File: src/rtl/issue_scoreboard.sv
// Purpose : decode->execute issue control; 64-entry register-busy scoreboard, branch serialisation, I/O drain.
// Latency : zero added; issue is decided combinationally in the cycle dec_valid is presented.
// Backpr. : dec_ready (== issue) low on hazard, full window, unresolved branch, pending writes before I/O, or ex_ready low.
// Ports   : clk/rst (sync, active-high); dec_* decoded instruction in, dec_ready out; ex_ready in, issue out;
//           wb_valid/wb_a_rd writeback completion; br_done branch-resolved pulse;
//           outst, busy_vec, waiting_br, sb_err status outputs.
module issue_scoreboard #(
  parameter int MAX_OUTST    = 8,
  parameter int LEN_REG_ADDR = 6
) (
  input  logic                          clk,
  input  logic                          rst,
  input  logic                          dec_valid,
  output logic                          dec_ready,
  input  logic [LEN_REG_ADDR-1:0]       dec_a_rd,
  input  logic [LEN_REG_ADDR-1:0]       dec_a_rs1,
  input  logic [LEN_REG_ADDR-1:0]       dec_a_rs2,
  input  logic                          dec_jump,
  input  logic                          dec_branch,
  input  logic                          dec_io,
  input  logic                          ex_ready,
  output logic                          issue,
  input  logic                          wb_valid,
  input  logic [LEN_REG_ADDR-1:0]       wb_a_rd,
  input  logic                          br_done,
  output logic [3:0]                    outst,
  output logic [(1<<LEN_REG_ADDR)-1:0]  busy_vec,
  output logic                          waiting_br,
  output logic                          sb_err
);

  localparam int         NREG    = 1 << LEN_REG_ADDR;
  localparam logic [3:0] MAX_CNT = 4'(MAX_OUTST);

  typedef enum logic {
    ST_RUN     = 1'b0,
    ST_WAIT_BR = 1'b1
  } state_t;

  state_t            state_q, state_d;
  logic [NREG-1:0]   busy_q, busy_d;
  logic [3:0]        outst_q, outst_d;
  logic              err_q, err_d;

  logic rd_used, rs1_used, rs2_used;
  logic hz, cap_ok, io_ok, issue_w;
  logic set_en, wb_busy, wb_clr, wb_bad, br_bad;

  assign rd_used  = (dec_a_rd  != '0);
  assign rs1_used = (dec_a_rs1 != '0);
  assign rs2_used = (dec_a_rs2 != '0);

  // Hazards look only at the registered scoreboard: a writeback in the
  // current cycle releases its register for the next cycle, never this one.
  assign hz = (rs1_used & busy_q[dec_a_rs1]) |
              (rs2_used & busy_q[dec_a_rs2]) |
              (rd_used  & busy_q[dec_a_rd]);

  // Only register-writing instructions consume an outstanding slot.
  assign cap_ok = ~rd_used | (outst_q < MAX_CNT);
  // I/O must observe every earlier write completed.
  assign io_ok  = ~dec_io | (outst_q == 4'd0);

  assign issue_w = ~rst & (state_q == ST_RUN) & dec_valid & ex_ready &
                   ~hz & cap_ok & io_ok;

  assign issue     = issue_w;
  assign dec_ready = issue_w;

  assign set_en  = issue_w & rd_used;
  assign wb_busy = busy_q[wb_a_rd];
  assign wb_clr  = wb_valid & (wb_a_rd != '0) &  wb_busy;
  assign wb_bad  = wb_valid & (wb_a_rd != '0) & ~wb_busy;
  assign br_bad  = br_done & (state_q == ST_RUN);

  // Set and clear can never hit the same bit in one cycle: a busy rd blocks issue.
  always_comb begin
    busy_d = busy_q;
    if (set_en) busy_d[dec_a_rd] = 1'b1;
    if (wb_clr) busy_d[wb_a_rd]  = 1'b0;
  end

  always_comb begin
    outst_d = outst_q;
    case ({set_en, wb_clr})
      2'b10:   outst_d = outst_q + 4'd1;
      2'b01:   outst_d = outst_q - 4'd1;
      default: outst_d = outst_q;
    endcase
  end

  assign err_d = err_q | wb_bad | br_bad;

  always_comb begin
    state_d = state_q;
    case (state_q)
      ST_RUN:     if (issue_w & (dec_jump | dec_branch)) state_d = ST_WAIT_BR;
      ST_WAIT_BR: if (br_done)                           state_d = ST_RUN;
      default:    state_d = ST_RUN;
    endcase
  end

  always_ff @(posedge clk) begin
    if (rst) begin
      state_q <= ST_RUN;
      busy_q  <= '0;
      outst_q <= 4'd0;
      err_q   <= 1'b0;
    end else begin
      state_q <= state_d;
      busy_q  <= busy_d;
      outst_q <= outst_d;
      err_q   <= err_d;
    end
  end

  assign outst      = outst_q;
  assign busy_vec   = busy_q;
  assign waiting_br = (state_q == ST_WAIT_BR);
  assign sb_err     = err_q;

endmodule

File: config.mk
export PLATFORM = sky130hd
export DESIGN_NAME = issue_scoreboard
export DESIGN_NICKNAME = d
export VERILOG_FILES = /design/src/rtl/issue_scoreboard.sv
export SDC_FILE = /design/constraint.sdc
export NUM_CORES = 1
export LEC_CHECK = 0
export BUFFER_PORTS_ARGS = -buffer_cell sky130_fd_sc_hd__buf_2
export CORE_MARGIN = 2
export CORE_UTILIZATION = 60
export CTS_CLUSTER_DIAMETER = 40
export DETAILED_ROUTE_END_ITERATION = 8
export PLACE_DENSITY = 0.86
export SYNTH_ARGS = -nofsm -noshare
export SYNTH_HDL_FRONTEND = slang
export SYNTH_SLANG_ARGS = --single-unit
File: constraint.sdc
create_clock -name clk -period 8.65 [get_ports clk]
set_input_delay 1.2975 -clock clk [delete_from_list [all_inputs] [get_ports clk]]
set_output_delay 1.2975 -clock clk [all_outputs]
set_load 0.005 [all_outputs]
==> impl_summary.txt, run 1 <==
----------------------------------------------------
[Timing]
  Final Slew Violations ... 0
  Final setup vio count ... 0
  Setup TNS ... 0 ps
  Fmax ... 0.185 GHz
  Slew @ Worst Pin ... 1380 ps
  Unrepaired setup endpoints after global routing ... false
  Tmin final ... 5420 ps
  Hold violation total from the final report ... 0
  Skew final ... 7.11 ps
  Final period utilization ... 62.6%
  Worst max-slew margin expressed relative to the limit ... 7.50%

[Floorplanning]
  Number of placement rows ... 34
  Die height ... 98.6 um
  Initial Utilization ... 61.8%
  Number of top-level pins ... 105
  Floorplan die width ... 98.6 um
  Area of the core region ... 8680 um^2
  Die area ... 9710 um^2

[Yosys]
  Mux cell area share after synthesis ... 25.2%
  Fraction of the mapped netlist area in compound gates ... 26.5%
  Number of flip-flops and latches in the synthesized netlist ... 70
  Number of cells produced by synthesis ... 583
  Post-synth ARST share ... 0%
  Post-synthesis simple-gate area fraction ... 14.9%
  Post-synth top flop ... sky130_fd_sc_hd__dfxtp_1
  Nets in the synthesized netlist ... 619
  EDFF count, synth ... 0
  Sequential cell area fraction in the yosys report ... 26.1%
  Dominant combinational cell family by area after synthesis ... compound AO/OA/AOI/OAI gates
  Fraction of the mapped netlist area in adder cells ... 0.700%
  Post-synthesis instance area ... 5360 um^2
  Avg Cell Area, Syn ... 9.20 um^2
  Synth warn ... 0
  Count of distinct cell types in the synthesized netlist ... 61
  Post-Synth XOR/XNOR Area ... 0.653%

[Power and ir drop]
  PwrDens ... 111 nW/um^2
  Maximum vdd ir drop ... 94.3 uV
  Static leakage ... 2.28 nW

[Place]
  Global placement routability congestion ... 0.987
  Port Buffers ... 104
  Final HPWL from detailed placement ... 14.1 mm

[Routing]
  Detailed-router iteration count before antenna repair ... 7
  Drc violations ... 0
  Detailed-route vias per instance ... 7.76
  Initial DRC count ... 858
  Wire per inst ... 26.6 um
  Routed Wire Length ... 20.3 mm
  Number of vias after detailed routing ... 5,929
  DRT antenna net count ... 0

[Global routing]
  Maximum number of pins on one net before global-route repair ... 68
  Vias in the first global route ... 5,521
  Global-route wire length before repair ... 31.2 mm
  GRT Overall Usage ... 41.1%
  Overflow left after global routing ... 0
  Initial antenna violation count ... 0

[Final layout]
  Most used cells in the layout excluding fill and tap cells ... sky130_fd_sc_hd__buf_2 (104), sky130_fd_sc_hd__dfxtp_1 (70), sky130_fd_sc_hd__a211oi_1 (58)
  Most common library cell in the layout ignoring fill and taps ... sky130_fd_sc_hd__buf_2
  Layout Utilization ... 69.7%
  Layout cell share with drive strength beyond 1 ... 30.0%
  Layout fillers ... 710
  Final-stage net count ... 687
  Area grow syn2layout ... 12.8%
  Antenna diode count ... 0

[CTS]
  Deepest clock path buffer count ... 2
  Inserted Clock Buffers ... 9
  Resized cells post-CTS ... 0
  H-tree lvl count ... 3
  Clock edge transition at the registers on the reported setup and hold paths ... 70 ps
  Clock latency on the worst-skew pair ... 360 ps
  Root buf cell ... sky130_fd_sc_hd__clkbuf_8
  Total number of clock tree sinks ... 70
  Clock tree from TritonCTS ... done
  Number of hold buffers added after CTS ... 0
  Post-CTS setup repair buffer count ... 0

[Worst setup path]
  Critical register-to-register path startpoint ... busy_vec[39]
  Endpoint arrival time on the critical path ... 4120 ps
  Worst Reg-to-Reg Cells ... 14
  Setup CP Type ... primary input to output port
  Crit-path max FO ... 17
  Type of element launching the critical path ... primary input
  Kind of end point of the critical path ... output port
  R2r setup slk ... 4650 ps
  Data required time of the worst path ... 7350 ps
  Critical R2R Capture ... outst[2]

[Outcome]
  Result of the run ... finished, final reports clean

[Worst hold path]
  Hold Crit Endpoint ... sb_err
  Launch instance of the worst min-delay path ... sb_err
  Worst min path class ... flop to flop
  Worst Hold Path Cells ... 2

[Job]
  Total of max-cap violations ... 0

----------------------------------------------------
-- metrics by stage --
stage / worst slack [ps] / hold WS [ps] / cell area (um^2) / instances / total power [mW]
final: 3230 / 498 / 6050 / 764 / 0.670
after global routing: 3090 / 529 / 6050 / 764 / 0.691
after CTS: 3290 / 505 / 6050 / 764 / 0.667
after detailed placement: 3320 / 480 / 5880 / 748 / 0.439
after global placement: 3400 / 468 / 5880 / 748 / 0.436
after floorplan: 3630 / 471 / 5360 / 583 / 0.409
-- Yosys cell counts, types with 17 or more instances --
master / number / area [um^2]
sky130_fd_sc_hd__dfxtp_1: 70 / 1400
sky130_fd_sc_hd__mux2_2: 17 / 191
sky130_fd_sc_hd__nor2_1: 24 / 90.1
sky130_fd_sc_hd__o21ai_0: 18 / 90.1
sky130_fd_sc_hd__mux2i_1: 26 / 260
sky130_fd_sc_hd__nand2_1: 34 / 128
sky130_fd_sc_hd__a31oi_1: 50 / 313
sky130_fd_sc_hd__clkbuf_1: 39 / 146
sky130_fd_sc_hd__a211oi_1: 58 / 435
sky130_fd_sc_hd__mux4_2: 40 / 901
-- cell type report --
class                      count  area, um^2  area share, %
timing repair buffer         118         626           10.3
tap                          108         135           2.23
sequential                    70        1400           23.2
clock buffer                  10         128           2.11
clock inverter                 6        38.8          0.641
inverter                      16        60.1          0.993
multi-input combinational    436        3660           60.5
-- critical path, stage by stage --
cell	delay, ps
sky130_fd_sc_hd__buf_2	390
sky130_fd_sc_hd__mux4_2	570
sky130_fd_sc_hd__mux2_2	270
sky130_fd_sc_hd__a221o_1	310
sky130_fd_sc_hd__a311oi_1	350
sky130_fd_sc_hd__nand2_1	240
sky130_fd_sc_hd__nor2_1	310
sky130_fd_sc_hd__and2_1	240
sky130_fd_sc_hd__buf_2	130
-- cells by family (layout without fill, tap and decap cells) --
kind of cell / Yosys count / in the layout
AND/OR/NAND/NOR: 145 / 145
buffers and inverters: 77 / 150
XOR/XNOR: 4 / 4
multiplexers: 83 / 83
adder cells (fa/ha/maj): 3 / 3
AO/OA/AOI/OAI: 201 / 201
flip-flops: 70 / 70
-- metal layers --
metal | routed length [um] | vias to the layer above | GRT usage, %
met5 | 0 | - | 0
met4 | 1080 | 0 | 18.4
met3 | 3120 | 111 | 13.5
met2 | 8950 | 577 | 61.1
met1 | 7140 | 2756 | 54.7
li1 | - | 2485 | -
-- where the power goes --
part | switching [mW] | total [mW] | internal, mW
clock | 0.131 | 0.234 | 0.103
combinational | 0.0752 | 0.111 | 0.0355
sequential | 0.00229 | 0.326 | 0.323
total | 0.208 | 0.670 | 0.462
-- state kept, by name, summed over array words and instances, names as in the netlist --
| signal | flops |
|---|---|
| busy_vec | 64 |
| outst | 4 |
| sb_err | 1 |
| waiting_br | 1 |
-- worst max-delay path by stage --
stage,startpoint,end,slack [ps]
floorplan,dec_a_rs2[1],outst[2],3630
global placement,dec_a_rs1[0],dec_ready,3400
detailed placement,dec_a_rs1[0],dec_ready,3320
CTS,dec_a_rs1[0],dec_ready,3290
global route,dec_a_rs1[0],dec_ready,3090
finish,dec_a_rs1[0],dec_ready,3230
(Power assumes the default switching activity.)
==> run 2: changes to the inputs <==
--- a/config.mk
+++ b/config.mk
@@ -5,12 +5,13 @@
 export SDC_FILE = /design/constraint.sdc
 export NUM_CORES = 1
 export LEC_CHECK = 0
+export ABC_AREA = 1
 export BUFFER_PORTS_ARGS = -buffer_cell sky130_fd_sc_hd__buf_2
 export CORE_MARGIN = 2
-export CORE_UTILIZATION = 60
+export CORE_UTILIZATION = 59
 export CTS_CLUSTER_DIAMETER = 40
 export DETAILED_ROUTE_END_ITERATION = 8
-export PLACE_DENSITY = 0.86
+export PLACE_DENSITY = 0.83
 export SYNTH_ARGS = -nofsm -noshare
 export SYNTH_HDL_FRONTEND = slang
 export SYNTH_SLANG_ARGS = --single-unit
==> constraint.sdc (replaced) <==
create_clock -name clk -period 5.6 [get_ports clk]
set_input_delay 0.84 -clock clk [delete_from_list [all_inputs] [get_ports clk]]
set_output_delay 0.84 -clock clk [all_outputs]
set_load 0.005 [all_outputs]
==> run 2 against run 1 <==
Compared with the run above: clock power rose by 72%; routed wire length rose by 33%; power rose by 71%; combinational power rose by 120%; cell area rose by 16%; synthesized cell count rose by 110%; via count rose by 49%; critical path depth rose by 6.
==> impl_summary.txt, run 2 <==
----------------------------------------------------
[Outcome]
  Result of the run ... finished, final reports clean

[Global routing]
  Vias in the first global route ... 7,536
  Maximum number of pins on one net before global-route repair ... 67
  GRT Overall Usage ... 45.1%
  Initial antenna violation count ... 0
  Overflow left after global routing ... 0
  Global-route wire length before repair ... 41.3 mm

[Timing]
  Final Slew Violations ... 0
  Final setup vio count ... 0
  Unrepaired setup endpoints after global routing ... false
  Skew final ... 13.8 ps
  Setup TNS ... 0 ps
  Worst max-slew margin expressed relative to the limit ... 19.6%
  Final period utilization ... 69.3%
  Hold violation total from the final report ... 0
  Worst-case setup margin in the final layout ... 1720 ps
  Fmax ... 0.258 GHz
  Tmin final ... 3880 ps
  WHS ... 526 ps
  Slew @ Worst Pin ... 1200 ps

[Yosys]
  Post-synth top area share ... 21.3%
  Post-synthesis instance area ... 6590 um^2
  Post-synth ARST share ... 0%
  Sequential cell area fraction in the yosys report ... 21.3%
  Number of flip-flops and latches in the synthesized netlist ... 70
  Most numerous cell in the Yosys netlist ... sky130_fd_sc_hd__nand2_1
  Post-synth top flop ... sky130_fd_sc_hd__dfxtp_1
  Dominant cells by area after synthesis ... sky130_fd_sc_hd__dfxtp_1 (21%), sky130_fd_sc_hd__nand2_1 (19%), sky130_fd_sc_hd__nand3_1 (11%)
  Avg Cell Area, Syn ... 5.51 um^2
  Synth warn ... 0
  Nets in the synthesized netlist ... 1,232
  Leading area contributor after synthesis ... sky130_fd_sc_hd__dfxtp_1
  Count of distinct cell types in the synthesized netlist ... 34
  EDFF count, synth ... 0
  Number of cells produced by synthesis ... 1,196
  Most used standard cells in the synthesized netlist ... sky130_fd_sc_hd__nand2_1 (337), sky130_fd_sc_hd__nor2_1 (186), sky130_fd_sc_hd__nand3_1 (150)

[Final layout]
  Max reg flops ... 64
  Layout Cell Area excl Fill ... 7040 um^2
  Layout Utilization ... 64.7%
  Final-stage net count ... 1,276
  Final standard cell count with taps included and fillers excluded ... 1,385
  Area grow syn2layout ... 6.83%
  Most common library cell in the layout ignoring fill and taps ... sky130_fd_sc_hd__nand2_1
  Layout cell share with drive strength beyond 1 ... 11.9%
  Antenna diode count ... 0
  Most used cells in the layout excluding fill and tap cells ... sky130_fd_sc_hd__nand2_1 (335), sky130_fd_sc_hd__nor2_1 (185), sky130_fd_sc_hd__nand3_1 (150)
  Layout fillers ... 1,139

[CTS]
  Clock latency on the worst-skew pair ... 380 ps
  Total number of clock tree sinks ... 70
  H-tree lvl count ... 3
  Clock tree from TritonCTS ... done
  Resized cells post-CTS ... 0
  Deepest clock path buffer count ... 2
  Root buf cell ... sky130_fd_sc_hd__clkbuf_8
  Clock edge transition at the registers on the reported setup and hold paths ... 80 ps
  Number of hold buffers added after CTS ... 0
  Post-CTS setup repair buffer count ... 0
  Inserted Clock Buffers ... 9

[Place]
  Number of placed instances with taps included ... 1,369
  Port Buffers ... 104
  Global placement routability congestion ... 1.01
  Area after detailed placement ... 6870 um^2
  Final HPWL from detailed placement ... 18.2 mm
  Minimum setup slack after placement ... 1520 ps

[Worst setup path]
  Most used cell along the critical path ... sky130_fd_sc_hd__nand2_1
  Type of element launching the critical path ... primary input
  Setup CP Type ... primary input to output port
  Delay of the slowest cell on the worst path ... 690 ps
  Crit-path max FO ... 55
  Kind of end point of the critical path ... output port
  Endpoint arrival time on the critical path ... 3040 ps
  Cell breakdown of the critical path ... buf_2 > inv_2 > nand2_1 > nand2_1 > nand2_1 > nand2_1 > nand2_1 > nand2_1 > nand2_1 > nand2_1 > nor2_1 > nand3_1 > nand2_2 > and2_1 > buf_2
  CP max stage cell ... sky130_fd_sc_hd__buf_2
  Data required time of the worst path ... 4760 ps
  Count of buffering cells on the critical path with inverters included ... 3
  Category of cells accounting for the largest share of critical-path delay ... buffers and inverters

[Routing]
  DRT antenna net count ... 0
  Routed Wire Length ... 27.0 mm
  Detailed-route vias per instance ... 6.38
  Wire per inst ... 19.5 um
  Drc violations ... 0
  Detailed-router iteration count before antenna repair ... 7
  Initial DRC count ... 1,464
  Number of vias after detailed routing ... 8,841

[Floorplanning]
  Number of top-level pins ... 105
  Die height ... 110 um
  Number of placement rows ... 38
  Area of the core region ... 10,900 um^2
  Die area ... 12,000 um^2
  Floorplan die width ... 110 um
  Initial Utilization ... 60.5%

[Power and ir drop]
  PwrDens ... 163 nW/um^2
  Static leakage ... 3.26 nW
  PnR Total Power ... 1.15 mW
  Maximum vdd ir drop ... 203 uV

[Worst hold path]
  Worst min path class ... flop to flop

[Job]
  Total of max-cap violations ... 0

----------------------------------------------------
run 2: logic make-up (layout without fill, tap and decap cells):
kind of cell	Yosys count	count (layout)	synth area share [%]
adder cells (fa/ha/maj)	3	3	0.570
AND/OR/NAND/NOR	772	772	50.9
flip-flops	70	70	21.3
AO/OA/AOI/OAI	154	154	13.1
XOR/XNOR	2	2	0.266
buffers and inverters	195	244	13.9
run 2: final cells by class:
cell class              count  area [um^2]  share of cell area (%)
clock buffers              11          141                    2.01
multi-input cells         931         4290                    60.9
clock inverters             5         33.8                   0.480
flip-flops and latches     70         1400                    19.9
well taps                 140          175                    2.49
inverters                 119          447                    6.34
repair buffers            109          558                    7.92
run 2: path summary, 6_finish.rpt:
path,startpoint,end,slack (ps),cells past startpoint
worst max register to register,busy_vec[19],outst[2],2680,22
worst min-delay path,sb_err,sb_err,530,2
worst min register to register,sb_err,sb_err,530,2
worst max-delay path,dec_a_rd[0],dec_ready,1720,15
run 2: worst min-delay path, delay by kind of cell, from the launching register on:
family         cells  cell delay, ps
flip-flops         1             330
AO/OA/AOI/OAI      2             160
run 2: layer usage:
metal / global-route usage, % / part of all wire [%]
met5: 0 / 0
met4: 22.3 / 5.7
met3: 15.8 / 18
met2: 60.9 / 39
met1: 62.8 / 37
run 2: where the power goes:
| part | total, mW | internal [mW] | switching [mW] |
|---|---|---|---|
| clock network | 0.402 | 0.173 | 0.229 |
| registers | 0.502 | 0.499 | 0.00225 |
| logic | 0.244 | 0.0598 | 0.184 |
==> run 3: changes to the inputs <==
--- a/config.mk
+++ b/config.mk
@@ -8,10 +8,10 @@
 export ABC_AREA = 1
 export BUFFER_PORTS_ARGS = -buffer_cell sky130_fd_sc_hd__buf_2
 export CORE_MARGIN = 2
-export CORE_UTILIZATION = 59
+export CORE_UTILIZATION = 53
 export CTS_CLUSTER_DIAMETER = 40
 export DETAILED_ROUTE_END_ITERATION = 8
-export PLACE_DENSITY = 0.83
+export PLACE_DENSITY = 0.78
 export SYNTH_ARGS = -nofsm -noshare
 export SYNTH_HDL_FRONTEND = slang
 export SYNTH_SLANG_ARGS = --single-unit
==> constraint.sdc (replaced) <==
create_clock -name clk -period 3.3 [get_ports clk]
set_input_delay 0.495 -clock clk [delete_from_list [all_inputs] [get_ports clk]]
set_output_delay 0.495 -clock clk [all_outputs]
set_load 0.005 [all_outputs]
==> run 3 against run 2 <==
Compared with the run above: routed wire length rose by 0.81%; register-to-register slack lost 2300 ps; worst setup slack lost 1400 ps; non-clock buffer count increased by 34; combinational power increased by 87%; clock power is 150% higher; critical path type is now primary input to flop.
==> impl_summary.txt, run 3 (synthesis gave the netlist of run 2 again) <==
----------------------------------------------------
[Final layout]
  Antenna diode count ... 0
  Layout fillers ... 1,220
  Area grow syn2layout ... 14.6%
  Layout cell share with drive strength beyond 1 ... 14.3%
  Final-stage net count ... 1,310
  Most common library cell in the layout ignoring fill and taps ... sky130_fd_sc_hd__nand2_1
  Max reg flops ... 64
  Most used cells in the layout excluding fill and tap cells ... sky130_fd_sc_hd__nand2_1 (335), sky130_fd_sc_hd__nor2_1 (185), sky130_fd_sc_hd__nand3_1 (150)

[Power and ir drop]
  Maximum vdd ir drop ... 299 uV
  Cell-internal power ... 1.59 mW
  PwrDens ... 306 nW/um^2
  Logic pwr share ... 19.8%
  Static leakage ... 3.53 nW
  Share of total power consumed by net switching ... 31.0%
  Share of power burned in registers ... 36.9%
  Switching pwr ... 0.717 mW
  Fraction of power consumed by the clock network ... 43.3%

[Worst setup path]
  Critical register-to-register path startpoint ... busy_vec[49]
  Critical R2R Capture ... outst[3]
  Data required time of the worst path ... 3570 ps
  Type of element launching the critical path ... primary input
  Worst Reg-to-Reg Cells ... 21
  R2r setup slk ... 380 ps
  Endpoint arrival time on the critical path ... 3220 ps
  Kind of end point of the critical path ... flop
  Setup CP Type ... primary input to flop
  Crit-path max FO ... 23

[Routing]
  Drc violations ... 0
  Initial DRC count ... 1,503
  Detailed-route vias per instance ... 6.15
  Number of vias after detailed routing ... 8,901
  Detailed-router iteration count before antenna repair ... 6
  DRT antenna net count ... 0
  Routed Wire Length ... 27.2 mm
  Wire per inst ... 18.8 um

[CTS]
  Deepest clock path buffer count ... 2
  Number of hold buffers added after CTS ... 0
  Resized cells post-CTS ... 0
  Root buf cell ... sky130_fd_sc_hd__clkbuf_16
  Post-CTS setup repair buffer count ... 0
  H-tree lvl count ... 3
  Total number of clock tree sinks ... 70
  Clock tree from TritonCTS ... done
  Clock latency on the worst-skew pair ... 340 ps
  Clock edge transition at the registers on the reported setup and hold paths ... 60 ps
  Inserted Clock Buffers ... 9

[Place]
  Port Buffers ... 104
  Global placement routability congestion ... 1.03
  Final HPWL from detailed placement ... 18.8 mm
  Minimum setup slack after placement ... 130 ps

[Floorplanning]
  Number of placement rows ... 40
  Initial Utilization ... 54.6%
  Area of the core region ... 12,100 um^2
  Die height ... 116 um
  Die area ... 13,300 um^2
  Number of top-level pins ... 105
  Floorplan die width ... 116 um

[Timing]
  Setup TNS ... 0 ps
  Unrepaired setup endpoints after global routing ... false
  Worst max-slew margin expressed relative to the limit ... 22.2%
  Hold violation total from the final report ... 0
  Final period utilization ... 89.3%
  Worst-case setup margin in the final layout ... 352 ps
  Final setup vio count ... 0
  Fmax ... 0.339 GHz
  Tmin final ... 2950 ps
  Slew @ Worst Pin ... 1170 ps
  Final Slew Violations ... 0
  Skew final ... 6.81 ps

[Global routing]
  GRT Overall Usage ... 40.4%
  Global-route wire length before repair ... 41.5 mm
  Vias in the first global route ... 7,527
  Initial antenna violation count ... 0
  Overflow left after global routing ... 0
  Maximum number of pins on one net before global-route repair ... 67

[Worst hold path]
  Hold Crit Endpoint ... waiting_br
  Worst min path class ... primary input to flop
  Launch instance of the worst min-delay path ... rst
  Worst Hold Path Cells ... 2

[Outcome]
  Result of the run ... finished, final reports clean

[Job]
  Total of max-cap violations ... 0

----------------------------------------------------
## run 3: changes by cell type in the layout (fill, tap and decap cells not counted), sizes merged
cell / before / now
inv: 119 / 118
buf: 109 / 143
clkinvlp: 2 / 1
clkbuf: 11 / 14
clkinv: 3 / 2
## run 3: critical path: stages
cell,delay (ps)
sky130_fd_sc_hd__buf_2,120
sky130_fd_sc_hd__inv_2,300
sky130_fd_sc_hd__nand2_1,100
sky130_fd_sc_hd__nand3_1,90
sky130_fd_sc_hd__nand2_1,70
sky130_fd_sc_hd__nand2_1,50
sky130_fd_sc_hd__nand2_1,50
sky130_fd_sc_hd__nor2_1,100
sky130_fd_sc_hd__nand2_1,80
sky130_fd_sc_hd__nand3_1,70
sky130_fd_sc_hd__nand3_1,110
sky130_fd_sc_hd__nor2_4,170
sky130_fd_sc_hd__and2_1,210
sky130_fd_sc_hd__nand2_1,110
sky130_fd_sc_hd__ha_1,240
sky130_fd_sc_hd__xnor2_1,270
sky130_fd_sc_hd__inv_1,70
sky130_fd_sc_hd__nand3_1,90
sky130_fd_sc_hd__o31ai_1,80
sky130_fd_sc_hd__o211ai_1,110
sky130_fd_sc_hd__o21ai_0,100
sky130_fd_sc_hd__a21oi_1,150
## run 3: routing by layer
| metal | global-route usage, % | up-vias | wire length, um |
|---|---|---|---|
| met4 | 19.0 | 0 | 1620 |
| met2 | 59.6 | 781 | 11100 |
| met1 | 55.4 | 3873 | 10300 |
| met3 | 9.78 | 170 | 4200 |
| li1 | - | 4077 | - |
| met5 | 0 | - | 0 |
## run 3: final cells by class
| type | instances | area [um^2] | area share (%) |
|---|---|---|---|
| Clock buffer | 14 | 294 | 3.89 |
| Clock inverter | 2 | 12.5 | 0.166 |
| Inverter | 119 | 447 | 5.92 |
| Multi-Input combinational cell | 931 | 4290 | 56.8 |
| Sequential cell | 70 | 1400 | 18.6 |
| Tap cell | 168 | 210 | 2.78 |
| Timing Repair Buffer | 143 | 901 | 11.9 |
## run 3: worst max-delay path by stage
| stage | cells after the start | end | startpoint | slack (ps) |
|---|---|---|---|---|
| after global routing | 21 | outst[2] | dec_a_rd[1] | 30 |
| final | 22 | outst[3] | dec_a_rs2[0] | 350 |
| after floorplan | 22 | outst[2] | dec_a_rs2[0] | 350 |
| after detailed placement | 23 | outst[2] | dec_a_rs2[0] | 130 |
| after CTS | 22 | outst[3] | dec_a_rs2[0] | 440 |
| after global placement | 23 | outst[2] | dec_a_rs2[0] | 150 |
## run 3: stage by stage
step	cell area [um^2]	utilization, %	hold WS, ps	power (mW)	cells
floorplan	6590	-	486	1.16	1196
global placement	7240	60.1	491	1.30	1431
detailed placement	7240	60.1	517	1.31	1431
CTS	7550	62.6	390	2.29	1447
global route	7550	62.6	408	2.37	1447
finish	7550	62.6	389	2.31	1447
## run 3: power by group through the flow
stage	sequential, mW	clock [mW]	combinational [mW]
after floorplan	0.871	0	0.293
after global placement	0.871	0	0.432
after detailed placement	0.871	0	0.435
after CTS	0.852	0.997	0.438
after global routing	0.853	1.03	0.488
final	0.853	1.00	0.456
